==> config.mk <==
export PLATFORM = sky130hd
export DESIGN_NAME = ser4_frame_arb
export DESIGN_NICKNAME = d
export VERILOG_FILES = /design/src/rtl/ser4_frame_arb.sv
export SDC_FILE = /design/constraint.sdc
export NUM_CORES = 1
export LEC_CHECK = 0
export ABC_AREA = 1
export CAP_MARGIN = 20
export CORE_AREA = 2 2 51 53
export CTS_BUF_LIST = sky130_fd_sc_hd__clkbuf_8
export DETAILED_ROUTE_END_ITERATION = 6
export DIE_AREA = 0 0 53 55
export PLACE_DENSITY = 0.68
export SLEW_MARGIN = 20
export SYNTH_ARGS = -nofsm -noshare
export SYNTH_HDL_FRONTEND = slang
export SYNTH_SLANG_ARGS = --single-unit
export TNS_END_PERCENT = 5
==> constraint.sdc <==
create_clock -name clk -period 2.08 [get_ports clk]
set_clock_uncertainty 0.05 [all_clocks]
set_input_delay 0.416 -clock clk [delete_from_list [all_inputs] [get_ports clk]]
set_output_delay 0.416 -clock clk [all_outputs]
set_load 0.03 [all_outputs]
==> src/rtl/ser4_frame_arb.sv <==
// ser4_frame_arb: round-robin master for two requesters sharing one scl/sda link.
// A grant sends one frame: start condition, 4 data bits MSB first, stop condition.
// Every protocol phase lasts HALF clocks; the bus must sit idle HALF clocks
// before the next grant. All outputs are registered.
module ser4_frame_arb #(
  parameter int HALF = 4
) (
  input  logic       clk,
  input  logic       rst_n,
  input  logic       req_a,
  input  logic [3:0] code_a,
  input  logic       req_b,
  input  logic [3:0] code_b,
  output logic       gnt_a,
  output logic       gnt_b,
  output logic       busy,
  output logic       done,
  output logic       scl,
  output logic       sda
);

  // The counter must reach HALF while idle (bus-free time), not only HALF-1.
  localparam int CW = $clog2(HALF + 1);
  localparam logic [CW-1:0] PH_LAST = CW'(HALF - 1);
  localparam logic [CW-1:0] PH_FULL = CW'(HALF);
  localparam logic [CW-1:0] ONE     = CW'(1);

  typedef enum logic [2:0] {
    IDLE    = 3'd0,
    START   = 3'd1,
    BIT_LO  = 3'd2,
    BIT_HI  = 3'd3,
    STOP_LO = 3'd4,
    STOP_HI = 3'd5
  } state_t;

  state_t          state_q, state_d;
  logic [CW-1:0]   cnt_q, cnt_d;
  logic [3:0]      shift_q, shift_d;
  logic [1:0]      bit_q, bit_d;
  logic            last_b_q, last_b_d;   // 1: last grant went to B
  logic            phase_end;
  logic            accept;
  logic            win_a;
  logic            scl_d, sda_d, gnt_a_d, gnt_b_d, busy_d, done_d;

  // State register plus the datapath that travels with it.
  always_ff @(posedge clk) begin
    if (!rst_n) begin
      state_q  <= IDLE;
      cnt_q    <= '0;
      shift_q  <= '0;
      bit_q    <= '0;
      last_b_q <= 1'b1;
    end else begin
      state_q  <= state_d;
      cnt_q    <= cnt_d;
      shift_q  <= shift_d;
      bit_q    <= bit_d;
      last_b_q <= last_b_d;
    end
  end

  // Next-state logic: idle bus-free counting, arbitration, phase sequencing.
  always_comb begin
    state_d   = state_q;
    cnt_d     = cnt_q;
    shift_d   = shift_q;
    bit_d     = bit_q;
    last_b_d  = last_b_q;
    accept    = 1'b0;
    win_a     = 1'b0;
    phase_end = (cnt_q == PH_LAST);
    case (state_q)
      IDLE: begin
        // Saturate at HALF so a long idle keeps the bus marked free.
        if (cnt_q != PH_FULL) cnt_d = cnt_q + ONE;
        if ((cnt_q == PH_FULL) && (req_a || req_b)) begin
          accept   = 1'b1;
          // On a tie the requester that did not win last time goes next.
          win_a    = req_a && (!req_b || last_b_q);
          state_d  = START;
          cnt_d    = '0;
          shift_d  = win_a ? code_a : code_b;
          last_b_d = !win_a;
        end
      end
      default: begin
        cnt_d = phase_end ? '0 : cnt_q + ONE;
        if (phase_end) begin
          case (state_q)
            START: begin
              state_d = BIT_LO;
              bit_d   = 2'd3;
            end
            BIT_LO:  state_d = BIT_HI;
            BIT_HI: begin
              shift_d = {shift_q[2:0], 1'b0};
              if (bit_q == 2'd0) begin
                state_d = STOP_LO;
              end else begin
                bit_d   = bit_q - 2'd1;
                state_d = BIT_LO;
              end
            end
            STOP_LO: state_d = STOP_HI;
            default: state_d = IDLE;
          endcase
        end
      end
    endcase
  end

  // Output logic: next values of the registered outputs, keyed on the next state.
  always_comb begin
    scl_d   = 1'b1;
    sda_d   = 1'b1;
    busy_d  = (state_d != IDLE);
    gnt_a_d = accept && win_a;
    gnt_b_d = accept && !win_a;
    done_d  = (state_q == STOP_HI) && phase_end;
    case (state_d)
      START: begin
        scl_d = 1'b1;
        sda_d = 1'b0;
      end
      BIT_LO: begin
        // Data only moves while scl is low; it is stable across BIT_LO.
        scl_d = 1'b0;
        sda_d = shift_d[3];
      end
      BIT_HI: begin
        scl_d = 1'b1;
        sda_d = sda;
      end
      STOP_LO: begin
        scl_d = 1'b0;
        sda_d = 1'b0;
      end
      STOP_HI: begin
        scl_d = 1'b1;
        sda_d = 1'b0;
      end
      default: begin
        scl_d = 1'b1;
        sda_d = 1'b1;
      end
    endcase
  end

  // Output registers; reset releases the bus, which can form a stop condition.
  always_ff @(posedge clk) begin
    if (!rst_n) begin
      scl   <= 1'b1;
      sda   <= 1'b1;
      gnt_a <= 1'b0;
      gnt_b <= 1'b0;
      busy  <= 1'b0;
      done  <= 1'b0;
    end else begin
      scl   <= scl_d;
      sda   <= sda_d;
      gnt_a <= gnt_a_d;
      gnt_b <= gnt_b_d;
      busy  <= busy_d;
      done  <= done_d;
    end
  end

endmodule

Word level (Yosys, flattened, before mapping)
Cells that the tools add are included.
- multiply operators: 0
- reduce and logical (&&, ||, !) cells: 21
- eq/ne operators: 16
- div/mod/pow operators: 0
- $add $sub $neg: 2
- multiplexer cells: 22
- shift operators: 0
- $lt $le $gt $ge: 0
- bitwise operators: 1
- operators by type and width (kind ; count):
    $mux W3 ; 8
    $mux W4 ; 5
    $eq A3 B2 Y1 const B ; 5
    $eq A3 B3 Y1 const B ; 5
    $pmux W3 S4 ; 1
    $eq A3 B1 Y1 const B ; 2
    $ne A3 B3 Y1 const B ; 2
    $reduce_bool A2 Y1 ; 3
    $logic_and A1 B1 Y1 ; 5
    $mux W1 ; 5
    $ne A2 B2 Y1 const B ; 2
    $pmux W2 S2 ; 1
    $reduce_and A4 Y1 ; 1
    $add A3 B1 Y3 const B ; 1
    $logic_not A1 Y1 ; 3
    $logic_not A3 Y1 ; 1
    $pmux W1 S3 ; 1
    $reduce_and A3 Y1 ; 1
    $reduce_bool A3 Y1 ; 1
    $reduce_or A3 Y1 ; 1
    $logic_not A2 Y1 ; 1
    $logic_or A1 B1 Y1 ; 2
    $mux W2 ; 1
    $reduce_and A2 Y1 ; 1
    3 further kinds ; 3
- word-level logic and storage cells: 74
- ROM bits: 0
- output and inout port bits: 6
- bits in latches: 0
- memories kept: 0
- input bits: 12
- bits in registers: 19
- RAM bits: 0

Logic depth before layout (Yosys ltp)
- depth in word-level cells: 8
- depth in mapped cells: 10
- gate-level depth less buffers: 10

Least setup slack after synthesis
Ideal clock, no wire load.
- path kind: flip-flop to flip-flop
- start: register cnt_q[0]
- end: register scl
- arrival: 1324 ps
- path buffers: 0
- slack: 586 ps
- clock period less this slack: 1494 ps
- stages on the path, launching flop included: 11
- data required time: 1910 ps
- setup time: 120 ps
- cells stage by stage: dfxtp_1 -> ha_1 -> ha_1 -> inv_2 -> nor2_4 -> nand2_1 -> nand2_1 -> nor2_2 -> inv_1 -> nor2_2 -> o21bai_2
- word-level cells in the longest chain between the ends: 7
- elaborated cells on any way between the ends: 10
- classes of those cells: 4 x eq/ne; 4 x mux; 2 x reduce/logical
- RTL lines (element ; line ; text):
    from (decl) ; 38 ; logic [CW-1:0] cnt_q, cnt_d;
    from (signal assigned) ; 57 ; cnt_q <= cnt_d;
    $eq A3 B3 Y1 ; 78 ; if ((cnt_q == PH_FULL) && (req_a || req_b)) begin
    $logic_and A1 B1 Y1 ; 78 ;
    $mux W3 ; 78 ;
    $mux W3 (*) ; 74 ; case (state_q)
    $eq A3 B3 Y1 / $eq A3 B2 Y1 (equally long branches) ; 122 ; case (state_d)
    $reduce_or A2 Y1 (no line) (*) ; - ;
    $mux W1 (*) ; 122 ;
    to (signal assigned) ; 161 ; scl <= scl_d;
    to (decl) ; 18 ; output logic scl,
Mark *: on every way between the ends. The rest lies on a longest branch, timed or not.
A chain may end at the register's enable or synchronous reset.

Worst setup path in the final report
- start: register sda
- end: output port sda
- RTL lines (element ; line ; text):
    from (decl) ; 19 ; output logic sda
    from (signal assigned) ; 155 ; sda <= 1'b1;
    from (signal assigned) ; 162 ; sda <= sda_d;
No word-level cell between the ends.

==> key figures <==
Run status
  – Outcome: finished clean

Logic synthesis
  – Syn Nets: 162
  – EDFF count, synth: 0
  – Yosys reg bits: 19
  – Seq/Total Area, Yosys: 36.85%
  – Mapped Cells: 145
  – Mapped Area: 1032 sq um
  – Synth Flop Type: dfxtp_1
  – Ys async rst share: 0%
  – Ys Warns: 0
  – Synth unique cells: 23
  – Post-Syn Area per Cell: 7.119 sq um

Timing
  – Final Max Tran Viols: 0
  – Fmax: between 500 and 600 MHz
  – Worst slew margin: roughly 71%
  – Sum of negative setup slack: 0 ns
  – Crit share post-route: 84.42%
  – RSZ-0062 raised after global routing: no
  – Final hold vios: 0
  – Hold slack: 0.4092 ns
  – Endpoints failing setup: 0
  – Worst Slack Setup Final: between 0.3 and 0.4 ns
  – Period minus WS final: 1.756 ns
  – Actual slew at the worst max-slew pin: approximately 0.44 ns

Finish
  – Final Non-Filler Cells: 196
  – N_diodes: 0
  – Most common cell after layout, fill and taps aside: nand2_1
  – Final net count: around 180
  – Area growth syn-to-layout: 24.48%
  – Commonest cells after routing, fill and taps aside: nand2_1, dfxtp_1, inv_1, clkdlybuf4s50_1, nand3_1
  – Fraction of layout cells with a size suffix above 1: between 10% and 20%

Route
  – Highest metal used: met4
  – DRC viols: 0
  – Post-route ant nets: 0
  – M1 wire length: 1.032 mm
  – Routed via count: 967
  – DR WL met3: 41 um
  – DR iter-0 viols: 5
  – Total wire length: 2.175 mm
  – Wire length per cell after detailed routing: ~11 um
  – DRT Pass-1 Iters: 4
  – Via-to-Cell Ratio: between 4 and 5
  – Met2 routed WL: roughly 1.1 mm

Min path
  – Hold path depth: 2
  – Hold Path End: bit_q[1]$_SDFFE_PN0P_
  – Startpoint of the worst hold path: bit_q[1]$_SDFFE_PN0P_
  – Hold Crit Class: flop to flop

Critical path
  – Worst path buffer plus inverter count: 1
  – Crit-path max cell delay: 0.68 ns
  – Crit Reg-Reg Startpoint: cnt_q[0]$_SDFFE_PN0P_
  – CP max stage cell: clkdlybuf4s50_1
  – Crit path arrival time: approximately 1.3 ns
  – R2R Setup Slk: approximately 0.35 ns
  – Crit end category: primary output
  – Critical path data required time: 1.61 ns
  – Cells on worst reg2reg path: 9
  – Critical path, cell by cell: clkdlybuf4s50_1
  – RR Endpoint: shift_q[1]$_SDFFE_PN0P_
  – Crit path kind: flop to primary output
  – Startpoint Class: flop
  – CP max FO: 2
  – Cell family with most CP delay: buffers and inverters

Placement
  – Gpl congestion: 0.7508
  – Dpl hpwl: 1.721 mm
  – Placed Cells: 192
  – Worst slack, placed: about 0.16 ns
  – Port Buffer Count: 17

Clocking
  – Setup bufs post-CTS: 0
  – Clock tree sinks: 19
  – Clock transition at path regs: 0.07 ns
  – PostCTS Resize Cnt: 0
  – Hold_buf cts: 0
  – Num CTS Buffers: 3
  – CTS tree: yes
  – Clock Latency Late Sink: around 0.26 ns
  – Clock buffer depth: 2
  – Root buffer cell: clkbuf_8
  – H-tree Lvls: 1

Global routing
  – GRT overflow: 0
  – All-Layer GR Usage: 17.83%
  – Pin count of the biggest net entering global routing: 12
  – Antenna violations before repair: 0
  – Global-route wire length before repair: 3.739 mm
  – Vias in the first global route: roughly 890

Die
  – Die area: 2915 sq um
  – IO Count: 18
  – Cell Rows: 18
  – Initial Util: between 40 and 50%
  – Core area: roughly 2400 sq um
  – Die Height: between 50 and 60 um
  – Die X-Extent: ~53 um

Power
  – Net switching power: 0.2094 mW
  – Switching share of power: 26.73%
  – Gate power share: 18.2%
  – Seq pwr share: 50.1%
  – Leakage: about 0.58 nW
  – Worst VDD drop: 0.3756 mV
  – Clock power share: 31.7%
  – Cell Int Power: 0.5738 mW
  – Pwr per Cell Area: 609.5 nW/um^2

Run
  – Max-cap violations: 0
[worst max path at each step]
stage / startpoint / end / slack (ns) / cells after the start
final: sda$_SDFFE_PN1P_ / sda / 0.32 / 1
after global routing: cnt_q[0]$_SDFFE_PN0P_ / shift_q[1]$_SDFFE_PN0P_ / 0.19 / 9
after CTS: sda$_SDFFE_PN1P_ / sda / 0.31 / 1
after detailed placement: req_a / shift_q[1]$_SDFFE_PN0P_ / 0.16 / 8
after global placement: req_a / shift_q[1]$_SDFFE_PN0P_ / 0.23 / 8
after floorplan: cnt_q[0]$_SDFFE_PN0P_ / scl$_SDFF_PN1_ / 0.59 / 10
[layout make-up]
cell class,count,area [sq um]
Clock buffer,3,41.29
Clock inverter,1,3.754
Fill cell,250,1080
Inverter,22,82.58
Multi-Input combinational cell,103,561.8
Sequential cell,19,380.4
Tap cell,30,37.54
Timing Repair Buffer,18,177.7
[per-layer routing]
layer,track usage [%],up-vias
li1,-,511
met1,21.82,445
met2,30.21,6
met3,4.032,5
met4,7.692,0
met5,0,-
[stage by stage]
step / cell area, sq um / utilization (%) / power (mW)
floorplan: 1032 / - / 0.4909
global placement: 1240 / 52.43 / 0.5387
CTS: 1285 / 54.34 / 0.7924
detailed placement: 1240 / 52.43 / 0.5432
global route: 1285 / 54.34 / 0.8256
finish: 1285 / 54.34 / 0.7832
[cells in the mapped netlist, types with 3 or more instances]
cell / count / share of area (%)
nand2_1: 37 / 13
dfxtp_1: 19 / 37
inv_1: 16 / 5.8
nand3_1: 13 / 6.3
nor2_1: 10 / 3.6
a21oi_1: 9 / 4.4
inv_2: 6 / 2.2
nor2_2: 6 / 3.6
ha_1: 5 / 6.1
a31oi_1: 4 / 2.4
o21ai_0: 4 / 1.9
nand2_2: 3 / 1.8
[state kept, by name (all words and copies together) (netlist names)]
register	flops
gnt_b	1
cnt_q	3
bit_q	2
scl	1
shift_q	4
gnt_a	1
busy	1
state_q	3
done	1
last_b_q	1
sda	1
[power by group through the flow]
stage	sequential (mW)	clock, mW	combinational (mW)
finish	0.392	0.248	0.142
global route	0.394	0.270	0.161
CTS	0.392	0.257	0.143
detailed placement	0.401	0	0.143
global placement	0.400	0	0.139
floorplan	0.405	0	0.0860
[kinds of logic after synthesis]
logic type	count (synthesis)	share of synthesized area, %
AOI/OAI and AO/OA	22	12.97
adders and majority gates	5	6.061
buffers and inverters	23	8.728
DFF	19	36.85
and+or+nand+nor	76	35.39
Power figures use the tool's default switching activity.
